===== src/rtl/bcd_addsub_seq.sv =====
// Sequential signed-magnitude BCD adder/subtractor built around one shared
// single-digit BCD adder slice, processing one digit per clock, LSD first.
module bcd_addsub_seq #(
  parameter int NDIG = 3
) (
  input  logic              clk,
  input  logic              rst_n,
  input  logic              start,
  input  logic              op,
  input  logic              a_sign,
  input  logic [4*NDIG-1:0] a_bcd,
  input  logic              b_sign,
  input  logic [4*NDIG-1:0] b_bcd,
  output logic              busy,
  output logic              done,
  output logic              res_sign,
  output logic [4*NDIG-1:0] res_bcd,
  output logic              ovf,
  output logic              err
);

  localparam int W  = 4 * NDIG;
  localparam int IW = (NDIG > 1) ? $clog2(NDIG) : 1;

  typedef enum logic [1:0] {
    S_IDLE,
    S_ADD,
    S_RECOMP,
    S_DONE
  } state_t;

  state_t        state_q, state_d;
  logic [IW-1:0] idx_q, idx_d;
  logic [W-1:0]  a_q, a_d;
  logic [W-1:0]  b_q, b_d;
  logic          a_sign_q, a_sign_d;
  logic          eff_sub_q, eff_sub_d;
  logic          carry_q, carry_d;
  logic [W-1:0]  res_q, res_d;
  logic          res_sign_q, res_sign_d;
  logic          ovf_q, ovf_d;
  logic          err_q, err_d;
  logic          done_q, done_d;
  logic          busy_q, busy_d;

  logic [3:0]    sl_a, sl_b, sl_sum;
  logic          sl_cin, sl_cout;
  logic [4:0]    sl_raw;
  logic [W-1:0]  a_sh, b_sh, r_sh, dig_mask, dig_val;
  logic          last_dig, go_done, bad_digit;

  function automatic logic has_bad_digit(input logic [W-1:0] v);
    logic bad;
    bad = 1'b0;
    for (int unsigned i = 0; i < NDIG; i++) begin
      if (v[4*i +: 4] > 4'd9) bad = 1'b1;
    end
    return bad;
  endfunction

  assign a_sh      = a_q >> {idx_q, 2'b00};
  assign b_sh      = b_q >> {idx_q, 2'b00};
  assign r_sh      = res_q >> {idx_q, 2'b00};
  assign last_dig  = (idx_q == IW'(NDIG - 1));
  assign bad_digit = has_bad_digit(a_bcd) | has_bad_digit(b_bcd);

  // Shared slice operand selection: ADD uses a + b (or nines-complement of b),
  // RECOMP turns the stored result into its tens complement digit by digit.
  always_comb begin
    sl_a   = '0;
    sl_b   = '0;
    sl_cin = 1'b0;
    if (state_q == S_ADD) begin
      sl_a   = a_sh[3:0];
      sl_b   = eff_sub_q ? (4'd9 - b_sh[3:0]) : b_sh[3:0];
      sl_cin = (idx_q == '0) ? eff_sub_q : carry_q;
    end else if (state_q == S_RECOMP) begin
      sl_a   = 4'd9 - r_sh[3:0];
      sl_b   = '0;
      sl_cin = (idx_q == '0) ? 1'b1 : carry_q;
    end
  end

  always_comb begin
    sl_raw  = {1'b0, sl_a} + {1'b0, sl_b} + {4'b0000, sl_cin};
    sl_cout = (sl_raw > 5'd9);
    sl_sum  = sl_cout ? (sl_raw[3:0] + 4'd6) : sl_raw[3:0];
  end

  assign dig_mask = W'(4'hF) << {idx_q, 2'b00};
  assign dig_val  = W'(sl_sum) << {idx_q, 2'b00};

  always_comb begin
    state_d    = state_q;
    idx_d      = idx_q;
    a_d        = a_q;
    b_d        = b_q;
    a_sign_d   = a_sign_q;
    eff_sub_d  = eff_sub_q;
    carry_d    = carry_q;
    res_d      = res_q;
    res_sign_d = res_sign_q;
    ovf_d      = ovf_q;
    err_d      = err_q;
    done_d     = 1'b0;
    busy_d     = busy_q;
    go_done    = 1'b0;

    case (state_q)
      S_IDLE: begin
        if (start) begin
          a_d        = a_bcd;
          b_d        = b_bcd;
          a_sign_d   = a_sign;
          eff_sub_d  = a_sign ^ b_sign ^ op;
          idx_d      = '0;
          carry_d    = 1'b0;
          res_d      = '0;
          res_sign_d = 1'b0;
          ovf_d      = 1'b0;
          busy_d     = 1'b1;
          err_d      = bad_digit;
          if (bad_digit) go_done = 1'b1;
          else           state_d = S_ADD;
        end
      end
      S_ADD: begin
        res_d   = (res_q & ~dig_mask) | dig_val;
        carry_d = sl_cout;
        idx_d   = idx_q + 1'b1;
        if (last_dig) begin
          idx_d = '0;
          if (!eff_sub_q) begin
            ovf_d      = sl_cout;
            res_sign_d = a_sign_q;
            go_done    = 1'b1;
          end else if (sl_cout) begin
            res_sign_d = a_sign_q;
            go_done    = 1'b1;
          end else begin
            res_sign_d = ~a_sign_q;
            state_d    = S_RECOMP;
          end
        end
      end
      S_RECOMP: begin
        res_d   = (res_q & ~dig_mask) | dig_val;
        carry_d = sl_cout;
        idx_d   = idx_q + 1'b1;
        if (last_dig) begin
          idx_d   = '0;
          go_done = 1'b1;
        end
      end
      S_DONE: begin
        state_d = S_IDLE;
        busy_d  = 1'b0;
      end
      default: state_d = S_IDLE;
    endcase

    // Negative zero is squashed on entry so the sign is already final while done is high.
    if (go_done) begin
      state_d = S_DONE;
      done_d  = 1'b1;
      if (res_d == '0) res_sign_d = 1'b0;
    end
  end

  always_ff @(posedge clk or negedge rst_n) begin
    if (!rst_n) begin
      state_q    <= S_IDLE;
      idx_q      <= '0;
      a_q        <= '0;
      b_q        <= '0;
      a_sign_q   <= 1'b0;
      eff_sub_q  <= 1'b0;
      carry_q    <= 1'b0;
      res_q      <= '0;
      res_sign_q <= 1'b0;
      ovf_q      <= 1'b0;
      err_q      <= 1'b0;
      done_q     <= 1'b0;
      busy_q     <= 1'b0;
    end else begin
      state_q    <= state_d;
      idx_q      <= idx_d;
      a_q        <= a_d;
      b_q        <= b_d;
      a_sign_q   <= a_sign_d;
      eff_sub_q  <= eff_sub_d;
      carry_q    <= carry_d;
      res_q      <= res_d;
      res_sign_q <= res_sign_d;
      ovf_q      <= ovf_d;
      err_q      <= err_d;
      done_q     <= done_d;
      busy_q     <= busy_d;
    end
  end

  assign busy     = busy_q;
  assign done     = done_q;
  assign res_sign = res_sign_q;
  assign res_bcd  = res_q;
  assign ovf      = ovf_q;
  assign err      = err_q;

endmodule


===== config.mk =====
export PLATFORM = sky130hd
export DESIGN_NAME = bcd_addsub_seq
export DESIGN_NICKNAME = d
export VERILOG_FILES = /design/src/rtl/bcd_addsub_seq.sv
export SDC_FILE = /design/constraint.sdc
export NUM_CORES = 1
export LEC_CHECK = 0
export CAP_MARGIN = 20
export CORE_MARGIN = 5
export CORE_UTILIZATION = 53
export CTS_CLUSTER_SIZE = 20
export DETAILED_ROUTE_END_ITERATION = 10
export GPL_ROUTABILITY_DRIVEN = 0
export GPL_TIMING_DRIVEN = 0
export PLACE_DENSITY = 0.88
export SLEW_MARGIN = 0
export SYNTH_ARGS = -nofsm -noshare
export SYNTH_HDL_FRONTEND = slang
export SYNTH_SLANG_ARGS = --single-unit
export TNS_END_PERCENT = 100

===== constraint.sdc =====
create_clock -name clk -period 5.3 [get_ports clk]
set_input_delay 0.53 -clock clk [delete_from_list [all_inputs] [get_ports clk]]
set_output_delay 0.53 -clock clk [all_outputs]
set_load 0.02 [all_outputs]

== Word-level counts from Yosys, hierarchy flattened ==
Cells that the tools add are included.
W data, S select, Z words.

* Add/subtract/negate cells: 6
* Magnitude comparators: 7
* Eq/ne operators: 12
* Shifts and indexed selects: 5
* Muxes and demuxes: 49
* Bitwise operators: 7
* Reductions and logical operators: 13

{| class="wikitable"
|+ Operators with widths
! cell !! number
|-
| $shr A12 B4 Y4 || 3
|-
| $mux W1 || 27
|-
| $gt A4 B4 Y1 const B || 6
|-
| $pmux W12 S2 || 1
|-
| $mux W4 || 5
|-
| $mux W2 || 8
|-
| $ne A3 B3 Y1 const B || 5
|-
| $and A12 B12 Y12 || 1
|-
| $logic_not A12 Y1 || 1
|-
| $mux W12 || 1
|-
| $not A12 Y12 || 1
|-
| $or A12 B12 Y12 || 1
|-
| $shl A4 B4 Y12 || 1
|-
| $shl A4 B4 Y12 const A || 1
|-
| $pmux W1 S2 || 4
|-
| $sub A4 B4 Y4 const A || 2
|-
| $eq A2 B2 Y1 const B || 3
|-
| $ne A2 B2 Y1 const B || 3
|-
| $pmux W2 S3 || 1
|-
| $reduce_and A2 Y1 || 3
|-
| $reduce_and A6 Y1 || 1
|-
| $reduce_bool A2 Y1 || 3
|-
| $add A4 B4 Y5 || 1
|-
| $add A5 B1 Y5 || 1
|-
| 13 further kinds || 15
|}

* Register bits after elaboration: 48
* Input port bits: 30
* Output and inout bits: 17

== Longest topological paths before layout ==
* Depth in word-level cells: 14
* Gate-level depth with buffers: 18
* Depth with buffers taken out: 16

== Worst setup path after synthesis ==
OpenSTA, ideal clock, no wires.

* Kind: register to register
* Start point: reg idx_q[0]
* End point: reg res_sign_q, in the netlist res_sign
* Library setup time: 131 ps
* Data arrival time: 4058 ps
* Data required time: 5169 ps
* Path slack: 1111 ps
* Cell stages (with the launch flop): 18
* Path buffers: 2
* Clock period less this slack: 4189 ps
* Cell sequence: dfrtp_1 buf_2 buf_1 mux2i_1 nor2_1 a21oi_1 o21ai_0 fa_1 fa_1 xnor2_1 ha_1 nor2b_1 a31o_4 a21o_1 mux2_4 a22o_1 and4b_1 a31oi_1

* Cells in the longest elaborated chain, start to end: 14
* Elaborated cells on any way between the ends: 38

{| class="wikitable"
|+ Ends and longest elaborated chain
! what !! line !! text
|-
| start, declared || 33 || <nowiki>logic [IW-1:0] idx_q, idx_d;</nowiki>
|-
| start signal, assigned || 187 || <nowiki>idx_q <= idx_d;</nowiki>
|-
| $shr A12 B4 Y4 (on tied branches) || 63, 62 ||
|-
| $sub A4 B4 Y4 (on tied branches) || 78, 75 ||
|-
| $mux W4 (on tied branches) || 77, 75 ||
|-
| $mux W4 || 73 || <nowiki>if (state_q == S_ADD) begin</nowiki>
|-
| $add A4 B4 Y5 || 85 || <nowiki>sl_raw = {1'b0, sl_a} + {1'b0, sl_b} + {4'b0000, sl_cin};</nowiki>
|-
| $add A5 B1 Y5 || 85 ||
|-
| $add A4 B3 Y4 or $gt A5 B4 Y1 (tied branches) || 87, 86 ||
|-
| $mux W4 || 87 || <nowiki>sl_sum = sl_cout ? (sl_raw[3:0] + 4'd6) : sl_raw[3:0];</nowiki>
|-
| $shl A4 B4 Y12 || 91 || <nowiki>assign dig_val = W'(sl_sum) << {idx_q, 2'b00};</nowiki>
|-
| $or A12 B12 Y12 * || 128, 147 ||
|-
| $pmux W12 S2 * || 109 || <nowiki>case (state_q)</nowiki>
|-
| named net res_d[7] || 39 || <nowiki>logic [W-1:0] res_q, res_d;</nowiki>
|-
| $logic_not A12 Y1 * || 166 || <nowiki>if (res_d == '0) res_sign_d = 1'b0;</nowiki>
|-
| $mux W1 * || 166 ||
|-
| $mux W1 * || 163 || <nowiki>if (go_done) begin</nowiki>
|-
| named net res_sign_d || 40 || <nowiki>logic res_sign_q, res_sign_d;</nowiki>
|-
| end signal, assigned || 194 || <nowiki>res_sign_q <= res_sign_d;</nowiki>
|-
| end, declared || 40 ||
|}

Mark *: on every way through the listed nets, which the timed path passes. The rest lies on a longest branch.
A chain may end at the register's enable or synchronous reset.

== Final worst setup path ==
* Start point: reg idx_q[0]
* End point: reg state_q[1]

* Cells in the longest elaborated chain, start to end: 13
* Elaborated cells on any way between the ends: 31

{| class="wikitable"
|+ Ends and longest elaborated chain
! what !! line !! text
|-
| $shr A12 B4 Y4 (on tied branches) || 63, 62 ||
|-
| $sub A4 B4 Y4 (on tied branches) || 78, 75 ||
|-
| $mux W4 (on tied branches) || 77, 75 ||
|-
| $mux W4 || 73 ||
|-
| $add A4 B4 Y5 || 85 ||
|-
| $add A5 B1 Y5 || 85 ||
|-
| $gt A5 B4 Y1 || 86 || <nowiki>sl_cout = (sl_raw > 5'd9);</nowiki>
|-
| $mux W1 || 137 || <nowiki>end else if (sl_cout) begin</nowiki>
|-
| $mux W1 || 133 || <nowiki>if (!eff_sub_q) begin</nowiki>
|-
| $mux W1 || 131 || <nowiki>if (last_dig) begin</nowiki>
|-
| $pmux W1 S3 || 109 ||
|-
| $ne A3 B3 Y1 (no source line) or $reduce_bool A4 Y1 (tied branches) || -- ||
|-
| $reduce_and A6 Y1 (no source line) || -- ||
|-
| end signal, assigned || 186 || <nowiki>state_q <= state_d;</nowiki>
|-
| end, declared || 32 || <nowiki>state_t state_q, state_d;</nowiki>
|}

Parallel ways exist; a longest one is shown, timed or not.

==> impl_results.html <==
<table>
<tr><th>Metric</th><th>Value</th></tr>
<tr><th colspan="2">Drt</th></tr>
<tr><td>Overall routed net length</td><td>7.52 mm</td></tr>
<tr><td>DR iter-0 viols</td><td>165</td></tr>
<tr><td>DRT Pass-1 Iters</td><td>5</td></tr>
<tr><td>Routed wire per std cell</td><td>17.3 um</td></tr>
<tr><td>Post-route DRC violation count</td><td>0</td></tr>
<tr><td>Mean number of vias per cell</td><td>6.00</td></tr>
<tr><td>Remaining antenna violation count</td><td>0</td></tr>
<tr><td>Routed vias</td><td>2609</td></tr>
<tr><th colspan="2">Synthesis</th></tr>
<tr><td>Fraction of registers with async set or reset after synthesis</td><td>1.00</td></tr>
<tr><td>Share of synthesized cell area in and, or, nand and nor gates</td><td>0.134</td></tr>
<tr><td>Post-synthesis sequential area ratio</td><td>0.411</td></tr>
<tr><td>Multiplexer fraction of the synthesized cell area</td><td>0.146</td></tr>
<tr><td>Synthesized netlist net count</td><td>350</td></tr>
<tr><td>Compound-gate portion of the synthesized area</td><td>0.205</td></tr>
<tr><td>Fraction of synthesized cell area taken by the top area cell type</td><td>0.411</td></tr>
<tr><td>Gate Count Post-Synth</td><td>308</td></tr>
<tr><td>Main combinational cell family by area after synthesis</td><td>compound AO/OA/AOI/OAI gates</td></tr>
<tr><td>Cell type with the largest total area after synthesis</td><td>dfrtp_1</td></tr>
<tr><td>Synthesis warning total</td><td>0</td></tr>
<tr><td>Count of flip-flops with a built-in enable after synthesis</td><td>0</td></tr>
<tr><td>Average cell area after synthesis</td><td>9.49 um^2</td></tr>
<tr><td>Post-Synth Adder-Cell Area</td><td>0.0565</td></tr>
<tr><td>Area share of xor/xnor cells in the synthesized design</td><td>0.0210</td></tr>
<tr><td>Post-synth cell types</td><td>49</td></tr>
<tr><td>Summed instance area of the synthesized netlist</td><td>2920 um^2</td></tr>
<tr><td>Flops &amp; latches, synth</td><td>48</td></tr>
<tr><td>Biggest area contributors in the synthesized netlist</td><td>dfrtp_1, mux2_2, o21ai_0</td></tr>
<tr><td>Most used flip-flop cell after synthesis</td><td>dfrtp_1</td></tr>
<tr><th colspan="2">Power</th></tr>
<tr><td>Power per cell area</td><td>778 nW/um^2</td></tr>
<tr><td>Worst IR drop on VDD</td><td>0.437 mV</td></tr>
<tr><td>Leakage power total</td><td>1.50 nW</td></tr>
<tr><th colspan="2">Global route</th></tr>
<tr><td>Fraction of met2 tracks used by global routing</td><td>0.381</td></tr>
<tr><td>Initial antenna violation count</td><td>0</td></tr>
<tr><td>Met3 routing resource usage after global routing</td><td>0.0530</td></tr>
<tr><td>Pin count of the biggest net entering global routing</td><td>27</td></tr>
<tr><td>GR peak layer</td><td>met2</td></tr>
<tr><td>Vias in the first global route</td><td>2689</td></tr>
<tr><td>Met1 GRT Util</td><td>0.251</td></tr>
<tr><td>Global-route total usage across every layer</td><td>0.218</td></tr>
<tr><td>Wire length of the first global-routing pass</td><td>12.5 mm</td></tr>
<tr><td>Overflow after GRT</td><td>0</td></tr>
<tr><th colspan="2">Cells and area</th></tr>
<tr><td>Footprint of the flip-flops and latches</td><td>1200 um^2</td></tr>
<tr><td>Share of post-route cells with drive strength above 1</td><td>0.118</td></tr>
<tr><td>Fillcell total</td><td>444</td></tr>
<tr><td>Commonest non-fill, non-tap cells in the layout</td><td>dfrtp_1, clkdlybuf4s50_1, nor2_1</td></tr>
<tr><td>Final antenna diode count</td><td>0</td></tr>
<tr><td>Area of the multi-input gates</td><td>1650 um^2</td></tr>
<tr><td>Area growth from synthesis to layout</td><td>22.7%</td></tr>
<tr><td>Most frequent standard cell in the layout excluding fill and tap cells</td><td>dfrtp_1</td></tr>
<tr><td># nets final</td><td>404</td></tr>
<tr><td>Layout Utilization</td><td>0.660</td></tr>
<tr><th colspan="2">Timing</th></tr>
<tr><td>Final clock period utilization by the worst path</td><td>0.930</td></tr>
<tr><td>Final Hold Fails</td><td>0</td></tr>
<tr><td>Relative slew margins</td><td>0.481</td></tr>
<tr><td>Unrepaired setup endpoints after global routing</td><td>false</td></tr>
<tr><td>Achievable frequency</td><td>203 MHz</td></tr>
<tr><td>Final max-slew violation count</td><td>0</td></tr>
<tr><td>Total negative slack</td><td>0 ps</td></tr>
<tr><td>Final count of negative-setup-slack endpoints</td><td>0</td></tr>
<tr><td>Final Critical Period</td><td>4930 ps</td></tr>
<tr><td>Transition time of the tightest slew-check pin</td><td>779 ps</td></tr>
<tr><td>Worst Clk Skew</td><td>9.73 ps</td></tr>
<tr><th colspan="2">Die</th></tr>
<tr><td>Effective utilization at floorplan</td><td>0.538</td></tr>
<tr><td>Die X</td><td>84.3 um</td></tr>
<tr><td>Ports</td><td>47</td></tr>
<tr><td>Placeable core area</td><td>5440 um^2</td></tr>
<tr><td>Y dimension of the die</td><td>84.3 um</td></tr>
<tr><td>Standard-cell row count</td><td>27</td></tr>
<tr><td>Area of the die</td><td>7100 um^2</td></tr>
<tr><th colspan="2">Setup path</th></tr>
<tr><td>Data required time at the worst endpoint</td><td>5490 ps</td></tr>
<tr><td>Startpoint of the worst-slack reg-to-reg timing path</td><td>idx_q[0]</td></tr>
<tr><td>Startpoint type of the worst setup path</td><td>flop</td></tr>
<tr><td>Kind of end point of the critical path</td><td>flop</td></tr>
<tr><td>Cell type of the slowest stage on the worst timing path</td><td>buf_1</td></tr>
<tr><td>Worst Path Class, Setup</td><td>flop to flop</td></tr>
<tr><td>Cell Chain, Critical Path</td><td>buf_2 -&gt; buf_1 -&gt; mux2i_1 -&gt; nor2_1 -&gt; a21oi_1 -&gt; o21ai_0 -&gt; fa_1 -&gt; fa_1 -&gt; xnor2_1 -&gt; ha_1 -&gt; nor2b_1 -&gt; a31o_4 -&gt; o311ai_2 -&gt; a221oi_2 -&gt; o21ai_0 -&gt; a21oi_1 -&gt; a31oi_1</td></tr>
<tr><td>Length in cells of the worst reg-to-reg path</td><td>17</td></tr>
<tr><td>Worst-case register-to-register setup slack</td><td>370 ps</td></tr>
<tr><td>Critical-path maximum fanout</td><td>10</td></tr>
<tr><td>Critical Path Max Stage Delay</td><td>630 ps</td></tr>
<tr><td>Arrival time at the worst endpoint</td><td>5120 ps</td></tr>
<tr><td>Critical R2R Capture</td><td>state_q[1]</td></tr>
<tr><th colspan="2">Clock network</th></tr>
<tr><td>Postcts setup bufs</td><td>0</td></tr>
<tr><td>Clock insertion delay at the later pin of the skew report</td><td>310 ps</td></tr>
<tr><td>Clock-pin slew of the registers on the worst-case setup and hold paths</td><td>90 ps</td></tr>
<tr><td>Clock buffer count from CTS</td><td>5</td></tr>
<tr><td>Total clock sinks</td><td>48</td></tr>
<tr><td>Maximum level of the CTS H-tree</td><td>2</td></tr>
<tr><td>CTS tree</td><td>done</td></tr>
<tr><td>Deepest clock path buffer count</td><td>2</td></tr>
<tr><td>Root buffer selected by CTS</td><td>clkbuf_8</td></tr>
<tr><td>Cts-stage hold buffer count</td><td>0</td></tr>
<tr><td>CTS-repair resized insts</td><td>0</td></tr>
<tr><th colspan="2">Run</th></tr>
<tr><td>Max_cap viols</td><td>0</td></tr>
<tr><th colspan="2">Status</th></tr>
<tr><td>Run status</td><td>completed</td></tr>
<tr><th colspan="2">Place</th></tr>
<tr><td>Detailed-placement wirelength estimate</td><td>5.93 mm</td></tr>
<tr><td>Total of buffers placed on input and output ports</td><td>46</td></tr>
<tr><th colspan="2">Min path</th></tr>
<tr><td>Worst min-delay path class</td><td>primary input to async pin</td></tr>
</table>
-- registers in the layout, summed over array words and instances, names as in the netlist --
| register | cells |
|---|---|
| res_sign | 1 |
| a_q | 12 |
| b_q | 12 |
| err | 1 |
| ovf | 1 |
| a_sign_q | 1 |
| done | 1 |
| idx_q | 2 |
| carry_q | 1 |
| eff_sub_q | 1 |
| res_bcd | 12 |
| state_q | 2 |
| busy | 1 |
-- where the power goes --
part | switching [mW] | internal [mW] | total [mW] | leakage, nW
clock | 0.128 | 0.106 | 0.234 | 0.0434
sequential | 0.132 | 0.537 | 0.670 | 0.602
combinational | 1.08 | 0.805 | 1.89 | 0.855
-- critical path: cells and delay by family, from the launching register on --
family,cells,cell delay (ps)
multiplexers,1,260
XOR/XNOR,1,320
buffers and inverters,2,890
adder cells (fa/ha/maj),3,1210
AO/OA/AOI/OAI,8,1470
flip-flops,1,360
AND/OR/NAND/NOR,2,280
-- metal layers --
layer  wire (um)  vias to the layer above
li1            -                     1221
met1        3000                     1226
met2        3710                      132
met3         549                       30
met4         248                        0
met5           0                        -
-- logic make-up after synthesis --
kind of cell	Yosys count
adder cells (fa/ha/maj)	12
XOR/XNOR	7
flip-flops	48
AO/OA/AOI/OAI	94
multiplexers	39
buffers and inverters	20
AND/OR/NAND/NOR	88
-- Yosys cell counts (2+ instances only) --
cell type and number:
a21o_1 2, a21oi_1 25, a22o_1 5, a31oi_1 5
clkbuf_1 10, dfrtp_1 48, fa_1 2, ha_1 10
inv_1 8, mux2_2 25, mux2i_1 13, nand2_1 27
nand2b_1 7, nand3_1 2, nor2_1 36, nor2b_1 6
nor3_1 4, o21ai_0 34, o22ai_1 2, o311a_1 2
o311ai_0 2, xnor2_1 6
-- final cells by class --
class	count	share of cell area
Buffer	12	0.0129
Clock buffer	6	0.0230
Clock inverter	2	0.00419
Inverter	8	0.00837
Multi-Input combinational cell	240	0.459
Sequential cell	48	0.335
Tap cell	72	0.0251
Timing Repair Buffer	47	0.133
-- worst max-delay path by stage --
stage,end,start,depth (start not counted)
finish,state_q[1],idx_q[0],17
global placement,res_sign,idx_q[0],16
floorplan,res_sign,idx_q[0],17
detailed placement,state_q[1],idx_q[0],17
global route,state_q[1],idx_q[0],17
CTS,state_q[1],idx_q[0],17
-- through the flow --
step | cells | area (um^2) | hold WS [ps] | power [mW] | setup slack (ps)
final | 435 | 3590 | 199 | 2.79 | 369
after floorplan | 308 | 2920 | 234 | 2.02 | 1110
after global placement | 426 | 3470 | 475 | 2.45 | 583
after CTS | 435 | 3590 | 211 | 2.77 | 414
after global routing | 435 | 3590 | 239 | 3.01 | 38.9
after detailed placement | 427 | 3490 | 483 | 2.53 | 429
Note: power is estimated with default switching activity, not from simulation.
